**config.mk**
```make
export PLATFORM = sky130hd
export DESIGN_NAME = jt900h_useq
export DESIGN_NICKNAME = d
export VERILOG_FILES = /design/src/rtl/jt900h_useq.sv
export SDC_FILE = /design/constraint.sdc
export NUM_CORES = 1
export LEC_CHECK = 0
export CAP_MARGIN = 20
export CELL_PAD_IN_SITES_DETAIL_PLACEMENT = 0
export CELL_PAD_IN_SITES_GLOBAL_PLACEMENT = 1
export CORE_ASPECT_RATIO = 0.6
export CORE_MARGIN = 2
export CORE_UTILIZATION = 50
export DETAILED_ROUTE_END_ITERATION = 6
export DONT_BUFFER_PORTS = 1
export HOLD_SLACK_MARGIN = 0.05
export PLACE_DENSITY = 0.8
export SYNTH_ARGS = -nofsm -noshare
export SYNTH_HDL_FRONTEND = slang
export SYNTH_SLANG_ARGS = --single-unit
```
**constraint.sdc**
```tcl
create_clock -name clk -period 4.43 [get_ports clk]
set_input_delay 1.1075 -clock clk [delete_from_list [all_inputs] [get_ports clk]]
set_output_delay 1.1075 -clock clk [all_outputs]
set_load 0.01 [all_outputs]
```
**src/rtl/jt900h_useq.sv**
```systemverilog
// Microcode sequencer: sequential microaddress stepping, microsubroutine calls
// with a small return stack, counted inner loops and opcode dispatch.
module jt900h_useq #(
  parameter int              UAW    = 14,
  parameter int              OPW    = 8,
  parameter int              STKD   = 4,
  parameter int              LCW    = 8,
  parameter logic [UAW-1:0]  RST_UA = '0
) (
  input  logic                      clk,
  input  logic                      rst,
  input  logic                      cen,
  input  logic                      still,
  input  logic [OPW-1:0]            md,
  input  logic [7:0]                flags,
  input  logic                      zu,
  input  logic                      ni,
  input  logic [1:0]                nxgr,
  input  logic                      jsr_en,
  input  logic [1:0]                jsr_cnd,
  input  logic [UAW-1:0]            jsr_ua,
  input  logic                      ret,
  input  logic                      lp_ld,
  input  logic [LCW-1:0]            lp_cnt,
  input  logic                      lp_end,
  output logic [UAW-1:0]            uaddr,
  output logic                      cc,
  output logic [$clog2(STKD):0]     stk_lvl,
  output logic                      lp_busy,
  output logic                      ovf,
  output logic                      unf
);

  localparam int SLW = $clog2(STKD) + 1;
  localparam int SIW = SLW - 1;

  logic [UAW-1:0] stk [STKD];
  logic [LCW-1:0] lp_ctr, ctr_nx;
  logic [3:0]     lp_start, start_nx;
  logic [UAW-1:0] ua_nx, seq_ua, ni_ua;
  logic [SLW-1:0] lvl_nx;
  logic           ovf_nx, unf_nx, push;
  logic           cc_base, cnd_ok, call_tk, stk_full;
  logic [SIW-1:0] top_idx;

  wire s_f = flags[7];
  wire z_f = flags[6];
  wire v_f = flags[2];
  wire c_f = flags[0];

  // Codes 8..15 are the complements of 0..7, so md[3] simply inverts.
  always_comb begin
    cc_base = 1'b0;
    case (md[2:0])
      3'd0: cc_base = 1'b0;
      3'd1: cc_base = s_f ^ v_f;
      3'd2: cc_base = z_f | (s_f ^ v_f);
      3'd3: cc_base = z_f | c_f;
      3'd4: cc_base = v_f;
      3'd5: cc_base = s_f;
      3'd6: cc_base = z_f;
      3'd7: cc_base = c_f;
      default: cc_base = 1'b0;
    endcase
    cc = cc_base ^ md[3];
  end

  always_comb begin
    cnd_ok = 1'b1;
    case (jsr_cnd)
      2'd0: cnd_ok = 1'b1;
      2'd1: cnd_ok = cc;
      2'd2: cnd_ok = ~cc;
      2'd3: cnd_ok = ~zu;
      default: cnd_ok = 1'b1;
    endcase
  end

  assign call_tk  = jsr_en & cnd_ok;
  assign stk_full = (stk_lvl == SLW'(STKD));
  assign top_idx  = stk_lvl[SIW-1:0] - SIW'(1);
  assign seq_ua   = {uaddr[UAW-1:4], uaddr[3:0] + 4'd1};
  assign ni_ua    = UAW'({nxgr, md, 4'd0});
  assign lp_busy  = (lp_ctr != '0);

  // Priority: call (or tail call) > ret > loop-back > dispatch > sequential.
  // A loop load is applied on top of whichever event wins.
  always_comb begin
    ua_nx    = seq_ua;
    lvl_nx   = stk_lvl;
    ctr_nx   = lp_ctr;
    start_nx = lp_start;
    ovf_nx   = ovf;
    unf_nx   = unf;
    push     = 1'b0;
    if (call_tk) begin
      ua_nx = jsr_ua;
      if (!ret) begin
        if (stk_full) begin
          ovf_nx = 1'b1;
        end else begin
          push   = 1'b1;
          lvl_nx = stk_lvl + SLW'(1);
        end
      end
    end else if (ret) begin
      if (stk_lvl != '0) begin
        ua_nx  = stk[top_idx];
        lvl_nx = stk_lvl - SLW'(1);
      end else begin
        unf_nx = 1'b1;
      end
    end else if (lp_end && (lp_ctr > LCW'(1))) begin
      ctr_nx = lp_ctr - LCW'(1);
      ua_nx  = {uaddr[UAW-1:4], lp_start};
    end else begin
      if (lp_end) ctr_nx = '0;
      if (ni) begin
        ua_nx  = ni_ua;
        ctr_nx = '0;
      end
    end
    if (lp_ld) begin
      ctr_nx   = lp_cnt;
      start_nx = uaddr[3:0] + 4'd1;
    end
  end

  always_ff @(posedge clk or posedge rst) begin
    if (rst) begin
      uaddr    <= RST_UA;
      stk_lvl  <= '0;
      lp_ctr   <= '0;
      lp_start <= '0;
      ovf      <= 1'b0;
      unf      <= 1'b0;
      for (int i = 0; i < STKD; i++) stk[i] <= '0;
    end else if (cen && !still) begin
      uaddr    <= ua_nx;
      stk_lvl  <= lvl_nx;
      lp_ctr   <= ctr_nx;
      lp_start <= start_nx;
      ovf      <= ovf_nx;
      unf      <= unf_nx;
      if (push) stk[stk_lvl[SIW-1:0]] <= seq_ua;
    end
  end

endmodule
```
; Word level (Yosys, flattened, before mapping)
; Cells that the tools add are included.
[word_totals]
wordCells = 95
regBits = 87
[classes]
magnitude_cmp = 4
mux = 27
n_eq_ne = 17
add_sub_neg = 5
bitwise_logic = 12
n_reduce_logical = 19
[ops]
columns = operator, n
row1 = 2-to-1 mux 14 bit, 8
row2 = bitwise mux 56 bit, 1
row3 = 2-to-1 mux 8 bit, 6
row4 = binary-select mux 14 bit (select 2 bit), 1
row5 = demux 14 bit (select 2 bit), 1
row6 = AND reduction 4 bit, 4
row7 = == test 3 bit (second input constant), 5
row8 = 2-to-1 mux 3 bit, 5
row9 = > comparator 8 x 1 -> 1 bit (second input constant), 1
row10 = case mux 1 bit (8 select lines), 1
row11 = nonzero test 8 bit, 1
row12 = subtractor 8 x 1 -> 8 bit (second input constant), 1
row13 = == test 3 x 2 -> 1 bit (second input constant), 2
row14 = greater-or-equal comparator 3 bit (second input constant), 2
row15 = inequality test 2 bit (second input constant), 3
row16 = NOT 2 -> 3 bit, 2
row17 = nonzero test 3 bit, 2
row18 = NOT 1 bit, 5
row19 = AND reduction 5 bit, 1
row20 = adder 4 x 1 -> 4 bit (second input constant), 1
row21 = == test 2 bit (second input constant), 2
row22 = case mux 1 bit (4 select lines), 1
row23 = AND reduction 2 bit, 2
row24 = nonzero test 2 bit, 2
row25 = other kinds (18), 24

; Longest topological paths before layout
; Gate-level depths: netlist of the first run.
[depth]
ltp_word = 9
depth_mapped = 12
depth_no_buf = 10

; Least setup slack after synthesis of the first run
; OpenSTA, ideal clock, no wires.
[synth_path]
path_kind = register to register
startpoint = register stk_lvl[0]
endpoint = register uaddr[7]
stages_incl_launch_ff = 10
period_less_slack_ps = 3469
setup_time_ps = 125
setup_slack_ps = 961
arrival_ps = 3344
cell_sequence = dfrtp_1 clkbuf_1 buf_1 inv_1 ha_1 clkbuf_1 mux4_2 a32o_1 mux2_2 mux2_2
[synth_between]
elab_chain_len = 8
[synth_rtl]
columns = item, line_no
row1 = "start, declared", 28  ; output logic [$clog2(STKD):0] stk_lvl,
row2 = "start signal, assigned", 140  ; stk_lvl <= lvl_nx;
row3 = subtractor 2 x 1 -> 2 bit, 81  ; assign top_idx = stk_lvl[SIW-1:0] - SIW'(1);
row4 = NOT 2 -> 3 bit (not written as such), 108  ; ua_nx = stk[top_idx];
row5 = binary-select mux 14 bit (select 2 bit), 108
row6 = 2-to-1 mux 14 bit (not written as such) (2 in a row), 108
row7 = 2-to-1 mux 14 bit, 107  ; if (stk_lvl != '0) begin
row8 = 2-to-1 mux 14 bit, 106  ; end else if (ret) begin
row9 = 2-to-1 mux 14 bit, 96  ; if (call_tk) begin
row10 = "end signal, assigned", 139  ; uaddr <= ua_nx;
row11 = "end, declared", 26  ; output logic [UAW-1:0] uaddr,
; Several ways; a longest one is shown, not always the timed one. The select of a mux whose other input is x is not followed.
; A chain may end at the register's enable or synchronous reset.

; Final worst setup path of the first run
[layout_path]
startpoint = input port flags[2]
endpoint = register stk[48] (netlist bit)
[layout_between]
elab_chain_len = 9
[layout_rtl]
columns = item, line_no
row1 = "start, declared", 15  ; input logic [7:0] flags,
row2 = XOR 1 bit, "56, 57"
row3 = OR 1 bit, 57  ; 3'd2: cc_base = z_f | (s_f ^ v_f);
row4 = case mux 1 bit (8 select lines) (*), 54  ; case (md[2:0])
row5 = XOR 1 bit (*), 65  ; cc = cc_base ^ md[3];
row6 = NOT 1 bit, 73  ; 2'd2: cnd_ok = ~cc;
row7 = case mux 1 bit (4 select lines) (*), 70  ; case (jsr_cnd)
row8 = bitwise AND 1 bit (*), 79  ; assign call_tk = jsr_en & cnd_ok;
row9 = 2-to-1 mux 1 bit (*), 96
row10 = AND reduction 2 bit (no line) (*), --
row11 = "end signal, assigned by index", 145  ; if (push) stk[stk_lvl[SIW-1:0]] <= seq_ua;
row12 = "end, declared", 37  ; logic [UAW-1:0] stk [STKD];
; Mark *: on every way between the ends. The rest lies on a longest branch, timed or not.

==> qor.txt, run 1 <==
peak clock frequency supported by timing -> 306 MHz
post-CTS setup repair buffer count -> 0
# diodes -> 0
arrival time of the worst setup path -> 3.50 ns
filler cell count in the final layout -> 751
estimated wirelength of the detail-placed design -> 7430 um
unrepaired setup endpoints after global routing -> false
number of synthesized flops with an enable pin -> 0
global-route wire length before repair -> 17700 um
DRC errors left -> 0
Final Hold Fails -> 0
# IOs -> 73
power after layout -> 3.02 mW
DRT antenna net count -> 0
CTS tree -> built
die area -> 10400 um2
count of cells along the worst hold path -> 2
area of combinational cells with multiple inputs -> 2350 um2
final slew viol count -> 0
share of synthesized flip-flops with an asynchronous set or reset -> 1.00
sequential-to-total area share from yosys stat -> 0.455
capture endpoint of the worst hold path -> lp_start[3]
GPL Wtd Cong -> 0.848
via count of the first global-routing pass -> 3193
cell depth of the worst flop-to-flop path -> 6
share of the core filled with cells -> 0.559
number of storage elements in the synthesis netlist -> 87
minimum clock period -> 3.27 ns
Cell Count Post-Placement -> 506
startpoint class of the critical path -> input pin
worst-case register-to-register setup slack -> 1.67 ns
post-cts gate resize count -> 0
width of the die -> 130 um
hold buffers post-CTS -> 0
nets in the synthesized netlist -> 459
maximum buffer depth of the clock tree -> 2
result of the run -> completed
start point of the worst hold path -> lp_start[3]
routed len/inst -> 20.9 um
global-route usage over all layers -> 0.229
DRT iter0 DRCs -> 232
worst reg2reg path startpoint -> stk_lvl[1]
number of iterations in the first detailed-routing pass -> 4
total clock buffers created by CTS -> 9
CP Capture Type -> flop
Netlist Area Pre-Place -> 4790 um2
Pleak -> 2.45 nW
setup violation total in the final timing report -> 0
worst ir drop on vdd -> 0.355 mV
warnings from Yosys -> 0
Chip Height -> 79.8 um
residual overflow from global routing -> 0
required arrival time at the worst endpoint -> 4.65 ns
count of vias placed by the detailed router -> 3156
Layout area overhead -> 7.63%
path type of the worst min-delay path -> reg -> reg
area of the core -> 9220 um2
final setup TNS -> 0 ns
worst-skew pair later-pin latency -> 0.34 ns
starting density of the core -> 0.519
Buffers on Ports -> 0
largest net degree at the start of global routing -> 33
worst clock skew on the final layout -> 0.00835 ns
Nets -> 447
measured slew at the worst slew-check pin -> 0.786 ns
deepest level of the CTS H-tree -> 3
instance count of the mapped netlist -> 399
antenna violations before repair -> 0
worst setup path category -> in -> reg
ys flop type -> sky130_fd_sc_hd__dfrtp_1
post-synth cell types -> 54
Max-Cap Viols -> 0
Final Routed Wirelength -> 10900 um
sequential cell area in the final layout -> 2180 um2
largest driver fanout on the critical path -> 24
slew margin rel. -> 0.476
buffer cell driving the clock tree root -> sky130_fd_sc_hd__clkbuf_16
Std-Cell Rows -> 27
via/cell ratio -> 6.05
fraction of layout cells with a size suffix above 1 -> 0.309
final period utilization -> 0.738
areal power density over the cells -> 586 nW/um2
reg-to-reg critical path endpoint -> uaddr[8]
mean instance size in the synthesized netlist -> 12.0 um2
clk slew on worst S/H paths -> 0.06 ns
TritonCTS Sinks -> 87
non-filler instance count after layout -> 522
==> metrics by stage <==
step	worst slack [ns]	instance area (um2)	hold slack [ns]
6_report	1.16	5150	0.476
5_1_grt	1.08	5150	0.503
4_1_cts	1.17	5150	0.479
3_5_place_dp	0.808	4850	0.466
3_3_place_gp	0.824	4850	0.457
2_1_floorplan	0.961	4790	0.445
==> cell usage after synthesis, types with 2 or more instances <==
| library cell | number | area share |
|---|---|---|
| sky130_fd_sc_hd__a211o_1 | 2 | 0.0037 |
| sky130_fd_sc_hd__xor2_1 | 2 | 0.0037 |
| sky130_fd_sc_hd__clkbuf_1 | 19 | 0.015 |
| sky130_fd_sc_hd__dfrtp_1 | 87 | 0.45 |
| sky130_fd_sc_hd__a311oi_1 | 2 | 0.0037 |
| sky130_fd_sc_hd__nand4_1 | 2 | 0.0026 |
| sky130_fd_sc_hd__a32o_1 | 10 | 0.021 |
| sky130_fd_sc_hd__mux4_2 | 14 | 0.066 |
| sky130_fd_sc_hd__mux2_2 | 65 | 0.15 |
| sky130_fd_sc_hd__or3_1 | 2 | 0.0026 |
| sky130_fd_sc_hd__mux2i_1 | 16 | 0.033 |
| sky130_fd_sc_hd__o21ai_0 | 29 | 0.030 |
| sky130_fd_sc_hd__o31ai_1 | 2 | 0.0031 |
| sky130_fd_sc_hd__a21o_1 | 2 | 0.0031 |
| sky130_fd_sc_hd__nor2_1 | 16 | 0.013 |
| sky130_fd_sc_hd__nand3_1 | 4 | 0.0042 |
| sky130_fd_sc_hd__buf_4 | 10 | 0.016 |
| sky130_fd_sc_hd__inv_1 | 19 | 0.015 |
| sky130_fd_sc_hd__nor2b_1 | 3 | 0.0039 |
| sky130_fd_sc_hd__nand3b_1 | 3 | 0.0047 |
| sky130_fd_sc_hd__ha_1 | 7 | 0.018 |
| sky130_fd_sc_hd__buf_6 | 2 | 0.0047 |
| sky130_fd_sc_hd__mux2_4 | 9 | 0.028 |
| sky130_fd_sc_hd__xnor2_1 | 2 | 0.0037 |
| sky130_fd_sc_hd__nand2_1 | 14 | 0.011 |
| sky130_fd_sc_hd__nor3_1 | 5 | 0.0052 |
| sky130_fd_sc_hd__nor4_1 | 2 | 0.0026 |
| sky130_fd_sc_hd__or2_2 | 3 | 0.0039 |
| sky130_fd_sc_hd__nor3b_1 | 3 | 0.0047 |
| sky130_fd_sc_hd__nand2b_1 | 5 | 0.0065 |
| sky130_fd_sc_hd__a21oi_1 | 15 | 0.016 |
==> report_power, final <==
part	total [mW]	switching (mW)	internal (mW)
registers	1.28	0.237	1.04
clock network	0.793	0.300	0.493
logic	0.950	0.455	0.495
total	3.02	0.993	2.03
==> per-layer routing <==
layer | global-route usage | wire length [um] | vias to the layer above
met3 | 0.0771 | 801 | 9
met2 | 0.342 | 4610 | 103
met4 | 0.0617 | 85 | 0
li1 | - | - | 1434
met5 | 0 | 0 | -
met1 | 0.321 | 5440 | 1610
==> worst max-delay path, cell delays in order <==
cell	delay, ns
sky130_fd_sc_hd__and3b_1	0.17
sky130_fd_sc_hd__o211a_1	0.23
sky130_fd_sc_hd__a311oi_2	0.25
sky130_fd_sc_hd__nand4_1	0.28
sky130_fd_sc_hd__and2_4	0.35
sky130_fd_sc_hd__or4_4	0.74
sky130_fd_sc_hd__mux2_4	0.36
==> sequential cells by signal, summed over array words and instances (netlist names) <==
signal / flops
uaddr: 14
ovf: 1
unf: 1
lp_ctr: 8
stk: 56
lp_start: 4
stk_lvl: 3
==> layout by cell type, fill, tap and decap left out, types with 3 or more instances in the layout <==
master,netlist,routed
sky130_fd_sc_hd__a21oi_1,15,15
sky130_fd_sc_hd__a32o_1,10,10
sky130_fd_sc_hd__buf_4,10,11
sky130_fd_sc_hd__clkbuf_1,19,3
sky130_fd_sc_hd__clkbuf_16,0,9
sky130_fd_sc_hd__clkinv_2,0,3
sky130_fd_sc_hd__dfrtp_1,87,87
sky130_fd_sc_hd__ha_1,7,7
sky130_fd_sc_hd__inv_1,19,18
sky130_fd_sc_hd__mux2_2,65,65
sky130_fd_sc_hd__mux2_4,9,9
sky130_fd_sc_hd__mux2i_1,16,16
sky130_fd_sc_hd__mux4_2,14,14
sky130_fd_sc_hd__nand2_1,14,14
sky130_fd_sc_hd__nand2b_1,5,5
sky130_fd_sc_hd__nand3_1,4,4
sky130_fd_sc_hd__nand3b_1,3,3
sky130_fd_sc_hd__nor2_1,16,16
sky130_fd_sc_hd__nor2b_1,3,3
sky130_fd_sc_hd__nor3_1,5,5
sky130_fd_sc_hd__o21ai_0,29,29
sky130_fd_sc_hd__or2_2,3,3
==> how the worst max path moves through the flow <==
stage | end | startpoint | cells after the start
3_5_place_dp | stk[43] | flags[2] | 7
4_1_cts | stk[48] | flags[2] | 7
6_report | stk[48] | flags[2] | 7
5_1_grt | stk[48] | flags[2] | 7
3_3_place_gp | stk[49] | flags[2] | 7
2_1_floorplan | uaddr[7] | stk_lvl[0] | 9
==> kinds of logic (layout without fill, tap and decap cells) <==
family	after synthesis	after routing	synth area share
DFF	87	87	0.455
AOI/OAI and AO/OA	76	76	0.106
muxes	104	104	0.280
adders and majority gates	8	8	0.0225
buffers and inverters	53	46	0.0551
and+or+nand+nor	67	67	0.0742
xor gates and xnor gates	4	4	0.00732
==> layout make-up <==
type                       instances  share of cell area
inverter                          19              0.0141
tap                              130              0.0316
clock inverter                     4              0.0136
multi-input combinational        259               0.456
sequential                        87               0.422
timing repair buffer              11              0.0160
clock buffer                      12              0.0459
No activity file was read; power rests on OpenSTA's default activity.
==> run 2, diff against run 1 <==
--- a/config.mk
+++ b/config.mk
@@ -10,11 +10,11 @@
 export CELL_PAD_IN_SITES_GLOBAL_PLACEMENT = 1
 export CORE_ASPECT_RATIO = 0.6
 export CORE_MARGIN = 2
-export CORE_UTILIZATION = 50
+export CORE_UTILIZATION = 46
 export DETAILED_ROUTE_END_ITERATION = 6
 export DONT_BUFFER_PORTS = 1
 export HOLD_SLACK_MARGIN = 0.05
-export PLACE_DENSITY = 0.8
+export PLACE_DENSITY = 0.78
 export SYNTH_ARGS = -nofsm -noshare
 export SYNTH_HDL_FRONTEND = slang
 export SYNTH_SLANG_ARGS = --single-unit
==> constraint.sdc (replaced) <==
create_clock -name clk -period 2.7 [get_ports clk]
set_input_delay 0.675 -clock clk [delete_from_list [all_inputs] [get_ports clk]]
set_output_delay 0.675 -clock clk [all_outputs]
set_load 0.01 [all_outputs]
==> qor.txt, run 2 (synthesis gave the netlist of run 1 again) <==
worst reg2reg path startpoint -> lp_ctr[0]
estimated wirelength of the detail-placed design -> 7790 um (+4.8%)
register name with the most flops -> stk
power after layout -> 5.02 mW (+66%)
total clock buffers created by CTS -> 9 (unchanged)
worst-case register-to-register setup slack -> 0.28 ns (-1.39 ns)
# IOs -> 73 (unchanged)
GPL Wtd Cong -> 0.844 (-0.47%)
residual overflow from global routing -> 0 (unchanged)
largest driver fanout on the critical path -> 14 (-42%)
CP Capture Type -> flop
starting density of the core -> 0.480 (-0.0396)
Std-Cell Rows -> 28 (+3.7%)
global-route wire length before repair -> 18100 um (+1.8%)
via/cell ratio -> 5.84 (-3.4%)
Cell Count Post-Placement -> 525 (+3.8%)
Max-Cap Viols -> 0 (unchanged)
non-filler instance count after layout -> 541 (+3.6%)
CTS tree -> built
worst-skew pair later-pin latency -> 0.34 ns (about the same)
startpoint class of the critical path -> input pin
result of the run -> completed
routed len/inst -> 20.6 um (-1.7%)
area of the core -> 9980 um2 (+8.3%)
Layout area overhead -> 11.5%
deepest level of the CTS H-tree -> 3 (unchanged)
commonest non-fill, non-tap cells in the layout -> sky130_fd_sc_hd__dfrtp_1 (86), sky130_fd_sc_hd__mux2_2 (65), sky130_fd_sc_hd__o21ai_0 (29)
post-cts gate resize count -> 0 (unchanged)
peak clock frequency supported by timing -> 409 MHz
Nets -> 461 (+3.1%)
reg-to-reg critical path endpoint -> uaddr[11]
global-route usage over all layers -> 0.212 (-0.0172)
# diodes -> 0 (unchanged)
unrepaired setup endpoints after global routing -> false
worst clock skew on the final layout -> 0.00466 ns (-0.00369 ns)
DRT antenna net count -> 0 (unchanged)
DRC errors left -> 0 (unchanged)
areal power density over the cells -> 941 nW/um2 (+60%)
required arrival time at the worst endpoint -> 2.93 ns (-1.72 ns)
flip-flop count of the largest register after layout -> 56 (unchanged)
Buf+Inv Stages, Crit Path -> 0 (unchanged)
maximum buffer depth of the clock tree -> 2 (unchanged)
hold buffers post-CTS -> 0 (unchanged)
via count of the first global-routing pass -> 3256 (+2.0%)
worst stage delay on the critical path -> 0.60 ns (-0.14 ns)
final period utilization -> 0.905
clk slew on worst S/H paths -> 0.06 ns (about the same)
termination of the worst setup path -> stk[49]
biggest registers after layout -> stk (56), uaddr (14), lp_ctr (8)
family with the most delay on the worst path -> simple AND/OR/NAND/NOR gates
count of vias placed by the detailed router -> 3161 (+0.16%)
most frequent standard cell in the layout excluding fill and tap cells -> sky130_fd_sc_hd__dfrtp_1
share of the core filled with cells -> 0.535 (-0.0241)
Pleak -> 2.54 nW (+3.4%)
arrival time of the worst setup path -> 2.67 ns (-0.83 ns)
final worst hold slack -> 0.275 ns (-0.201 ns)
Final Routed Wirelength -> 11100 um (+1.9%)
crit-path cells -> and3b_1, o211a_1, a311oi_2, nand4_1, and2_4, or4_4, mux2_4
number of iterations in the first detailed-routing pass -> 4 (unchanged)
Buffers on Ports -> 0 (unchanged)
buffer cell driving the clock tree root -> sky130_fd_sc_hd__clkbuf_16
worst setup path category -> in -> reg
fraction of layout cells with a size suffix above 1 -> 0.340 (+0.0312)
minimum clock period -> 2.44 ns
Chip Height -> 83.0 um (+4.0%)
DRT iter0 DRCs -> 220 (-5.2%)
cell at the slowest stage of the critical path -> sky130_fd_sc_hd__or4_4
width of the die -> 136 um (+4.1%)
measured slew at the worst slew-check pin -> 0.626 ns (-0.160 ns)
path type of the worst min-delay path -> in -> async
worst ir drop on vdd -> 0.466 mV (+31%)
Final Hold Fails -> 0 (unchanged)
slew margin rel. -> 0.582 (+0.106)
final slew viol count -> 0 (unchanged)
setup violation total in the final timing report -> 0 (unchanged)
cell depth of the worst flop-to-flop path -> 9 (+3)
source of the critical timing path -> flags[2]
largest net degree at the start of global routing -> 61 (+85%)
antenna violations before repair -> 0 (unchanged)
path length in cells of the critical path -> 7 (unchanged)
die area -> 11300 um2 (+8.3%)
post-CTS setup repair buffer count -> 0 (unchanged)
TritonCTS Sinks -> 87 (unchanged)
[run 2: changes by cell type in the layout (fill, tap and decap cells not counted), sizes merged]
cell / previous run / this run
clkinv: 3 / 2
bufinv: 2 / 1
buf: 11 / 25
inv: 18 / 19
clkinvlp: 0 / 2
clkbuf: 12 / 11
[run 2: how the worst min path moves through the flow]
stage                   to  depth (start not counted)
2_1_floorplan  lp_start[0]                          2
3_3_place_gp   lp_start[0]                          2
3_5_place_dp   lp_start[0]                          2
4_1_cts            stk[50]                          1
5_1_grt            stk[50]                          1
6_report            stk[8]                          1
[run 2: power by group]
group | internal (mW) | switching [mW]
clock | 0.752 | 0.535
combinational | 0.878 | 0.767
sequential | 1.71 | 0.383
[run 2: final cells by class]
type	count	area [um2]
tap	135	169
inverter	19	75.1
fill	838	4650
multi-input combinational	259	2360
sequential	87	2180
timing repair buffer	25	250
clock buffer	11	243
clock inverter	5	66.3
[run 2: layer usage]
layer,up-vias,share of wire,track usage
met5,-,0,0
met4,0,0.0075,0.0540
met3,6,0.060,0.0604
met2,80,0.43,0.292
met1,1619,0.50,0.325
li1,1456,-,-
[run 2: per-stage QoR]
step	cell area (um2)	worst slack, ns	setup TNS [ns]
CTS	5340	0.275	0
finish	5340	0.257	0
global placement	5030	-0.0476	-0.498
global route	5340	0.119	0
floorplan	4830	-0.119	-1.12
detailed placement	5030	-0.0796	-0.893
==> run 3, diff against run 2 <==
--- a/config.mk
+++ b/config.mk
@@ -15,6 +15,8 @@
 export DONT_BUFFER_PORTS = 1
 export HOLD_SLACK_MARGIN = 0.05
 export PLACE_DENSITY = 0.78
+export SKIP_LAST_GASP = 1
 export SYNTH_ARGS = -nofsm -noshare
 export SYNTH_HDL_FRONTEND = slang
 export SYNTH_SLANG_ARGS = --single-unit
+export TNS_END_PERCENT = 5
==> qor.txt, run 3 (synthesis gave the netlist of run 1 again) <==
global-route usage over all layers -> 0.208 (-0.00404)
die area -> 11300 um2 (unchanged)
areal power density over the cells -> 928 nW/um2 (-1.4%)
peak clock frequency supported by timing -> 395 MHz (-3.5%)
startpoint class of the critical path -> flop
total clock buffers created by CTS -> 9 (unchanged)
clk slew on worst S/H paths -> 0.06 ns (about the same)
Pleak -> 2.50 nW (-1.3%)
DRT antenna net count -> 0 (unchanged)
deepest level of the CTS H-tree -> 3 (unchanged)
TritonCTS Sinks -> 87 (unchanged)
flip-flop count of the largest register after layout -> 56 (unchanged)
family with the most delay on the worst path -> multiplexers
crit-path cells -> inv_1, ha_1, mux4_2, a32o_1, mux2_2, mux2_2
most frequent standard cell in the layout excluding fill and tap cells -> sky130_fd_sc_hd__dfrtp_1
worst stage delay on the critical path -> 0.74 ns (+0.14 ns)
residual overflow from global routing -> 0 (unchanged)
largest driver fanout on the critical path -> 14 (unchanged)
measured slew at the worst slew-check pin -> 0.690 ns (+0.0637 ns)
CTS tree -> built
commonest non-fill, non-tap cells in the layout -> sky130_fd_sc_hd__dfrtp_1 (86), sky130_fd_sc_hd__mux2_2 (65), sky130_fd_sc_hd__o21ai_0 (29)
CP Capture Type -> flop
required arrival time at the worst endpoint -> 2.92 ns (about the same)
via/cell ratio -> 5.95 (+1.8%)
worst ir drop on vdd -> 0.378 mV (-19%)
largest net degree at the start of global routing -> 70 (+15%)
final period utilization -> 0.938 (+0.0331)
unrepaired setup endpoints after global routing -> false
buffer cell driving the clock tree root -> sky130_fd_sc_hd__clkbuf_16
post-cts gate resize count -> 0 (unchanged)
worst clock skew on the final layout -> 0.00800 ns (+0.00335 ns)
Max-Cap Viols -> 0 (unchanged)
estimated wirelength of the detail-placed design -> 7670 um (-1.6%)
Std-Cell Rows -> 28 (unchanged)
worst setup path category -> reg -> reg
biggest registers after layout -> stk (56), uaddr (14), lp_ctr (8)
antenna violations before repair -> 0 (unchanged)
Buf+Inv Stages, Crit Path -> 1 (+1)
# IOs -> 73 (unchanged)
arrival time of the worst setup path -> 2.75 ns (+0.08 ns)
# diodes -> 0 (unchanged)
post-CTS setup repair buffer count -> 0 (unchanged)
fraction of layout cells with a size suffix above 1 -> 0.318 (-0.0215)
power after layout -> 4.89 mW (-2.6%)
Buffers on Ports -> 0 (unchanged)
path length in cells of the critical path -> 6 (-1)
cell at the slowest stage of the critical path -> sky130_fd_sc_hd__ha_1
setup violation total in the final timing report -> 0 (unchanged)
Nets -> 457 (-0.87%)
GPL Wtd Cong -> 0.826 (-2.0%)
DRT iter0 DRCs -> 238 (+8.2%)
maximum buffer depth of the clock tree -> 2 (unchanged)
global-route wire length before repair -> 17800 um (-1.4%)
minimum clock period -> 2.53 ns (+0.0895 ns)
register name with the most flops -> stk
via count of the first global-routing pass -> 3251 (-0.15%)
result of the run -> completed
slew margin rel. -> 0.540 (-0.0416)
cell repeated most along the worst path -> sky130_fd_sc_hd__mux2_2
final slew viol count -> 0 (unchanged)
path type of the worst min-delay path -> in -> async
number of iterations in the first detailed-routing pass -> 5 (+1)
final setup TNS -> 0 ns (unchanged)
width of the die -> 136 um (unchanged)
routed len/inst -> 20.3 um (-1.2%)
worst-skew pair later-pin latency -> 0.34 ns (about the same)
area of the core -> 9980 um2 (unchanged)
DRC errors left -> 0 (unchanged)
cell depth of the worst flop-to-flop path -> 6 (-3)
hold buffers post-CTS -> 0 (unchanged)
starting density of the core -> 0.480 (unchanged)
count of vias placed by the detailed router -> 3193 (+1.0%)
Final Routed Wirelength -> 10900 um (-2.0%)
Layout area overhead -> 10.2%
Final Hold Fails -> 0 (unchanged)
Chip Height -> 83.0 um (unchanged)
-- run 3: path summary, 6_finish.rpt --
check | startpoint | end | slack [ns]
setup / recovery | stk_lvl[0] | uaddr[6] | 0.17
setup reg to reg | stk_lvl[0] | uaddr[6] | 0.17
hold / removal | rst | stk[12] | 0.22
max in group asynchronous | rst | lp_ctr[1] | 1.79
min in group clk | lp_start[0] | lp_start[0] | 0.47
hold reg to reg | lp_start[0] | lp_start[0] | 0.47
-- run 3: layout make-up --
type	count	area, um2
clock inverter	1	30.0
timing repair buffer	21	220
clock buffer	15	248
multi-input combinational	259	2350
inverter	19	75.1
sequential	87	2180
tap	135	169
fill	852	4710
-- run 3: power breakdown --
| group | switching (mW) | internal, mW | total (mW) |
|---|---|---|---|
| Sequential | 0.384 | 1.71 | 2.09 |
| Clock | 0.471 | 0.719 | 1.19 |
| Combinational | 0.757 | 0.852 | 1.61 |
| Total | 1.61 | 3.28 | 4.89 |
-- run 3: through the flow --
stage                     setup WS, ns  hold WS [ns]  utilization  std cells  cell area, um2
after floorplan                 -0.212         0.445            -        399            4810
after global placement          -0.118         0.462        0.501        521            5000
after detailed placement        -0.127         0.466        0.501        521            5000
after CTS                        0.162         0.222        0.528        537            5280
after global routing            0.0812         0.239        0.528        537            5280
final                            0.167         0.218        0.528        537            5280
-- run 3: per-layer routing --
| layer | GRT usage | routed length [um] | up-vias |
|---|---|---|---|
| met2 | 0.288 | 4660 | 106 |
| met5 | 0 | 0 | - |
| met4 | 0.0568 | 109 | 0 |
| met1 | 0.313 | 5270 | 1631 |
| li1 | - | - | 1448 |
| met3 | 0.0647 | 878 | 8 |
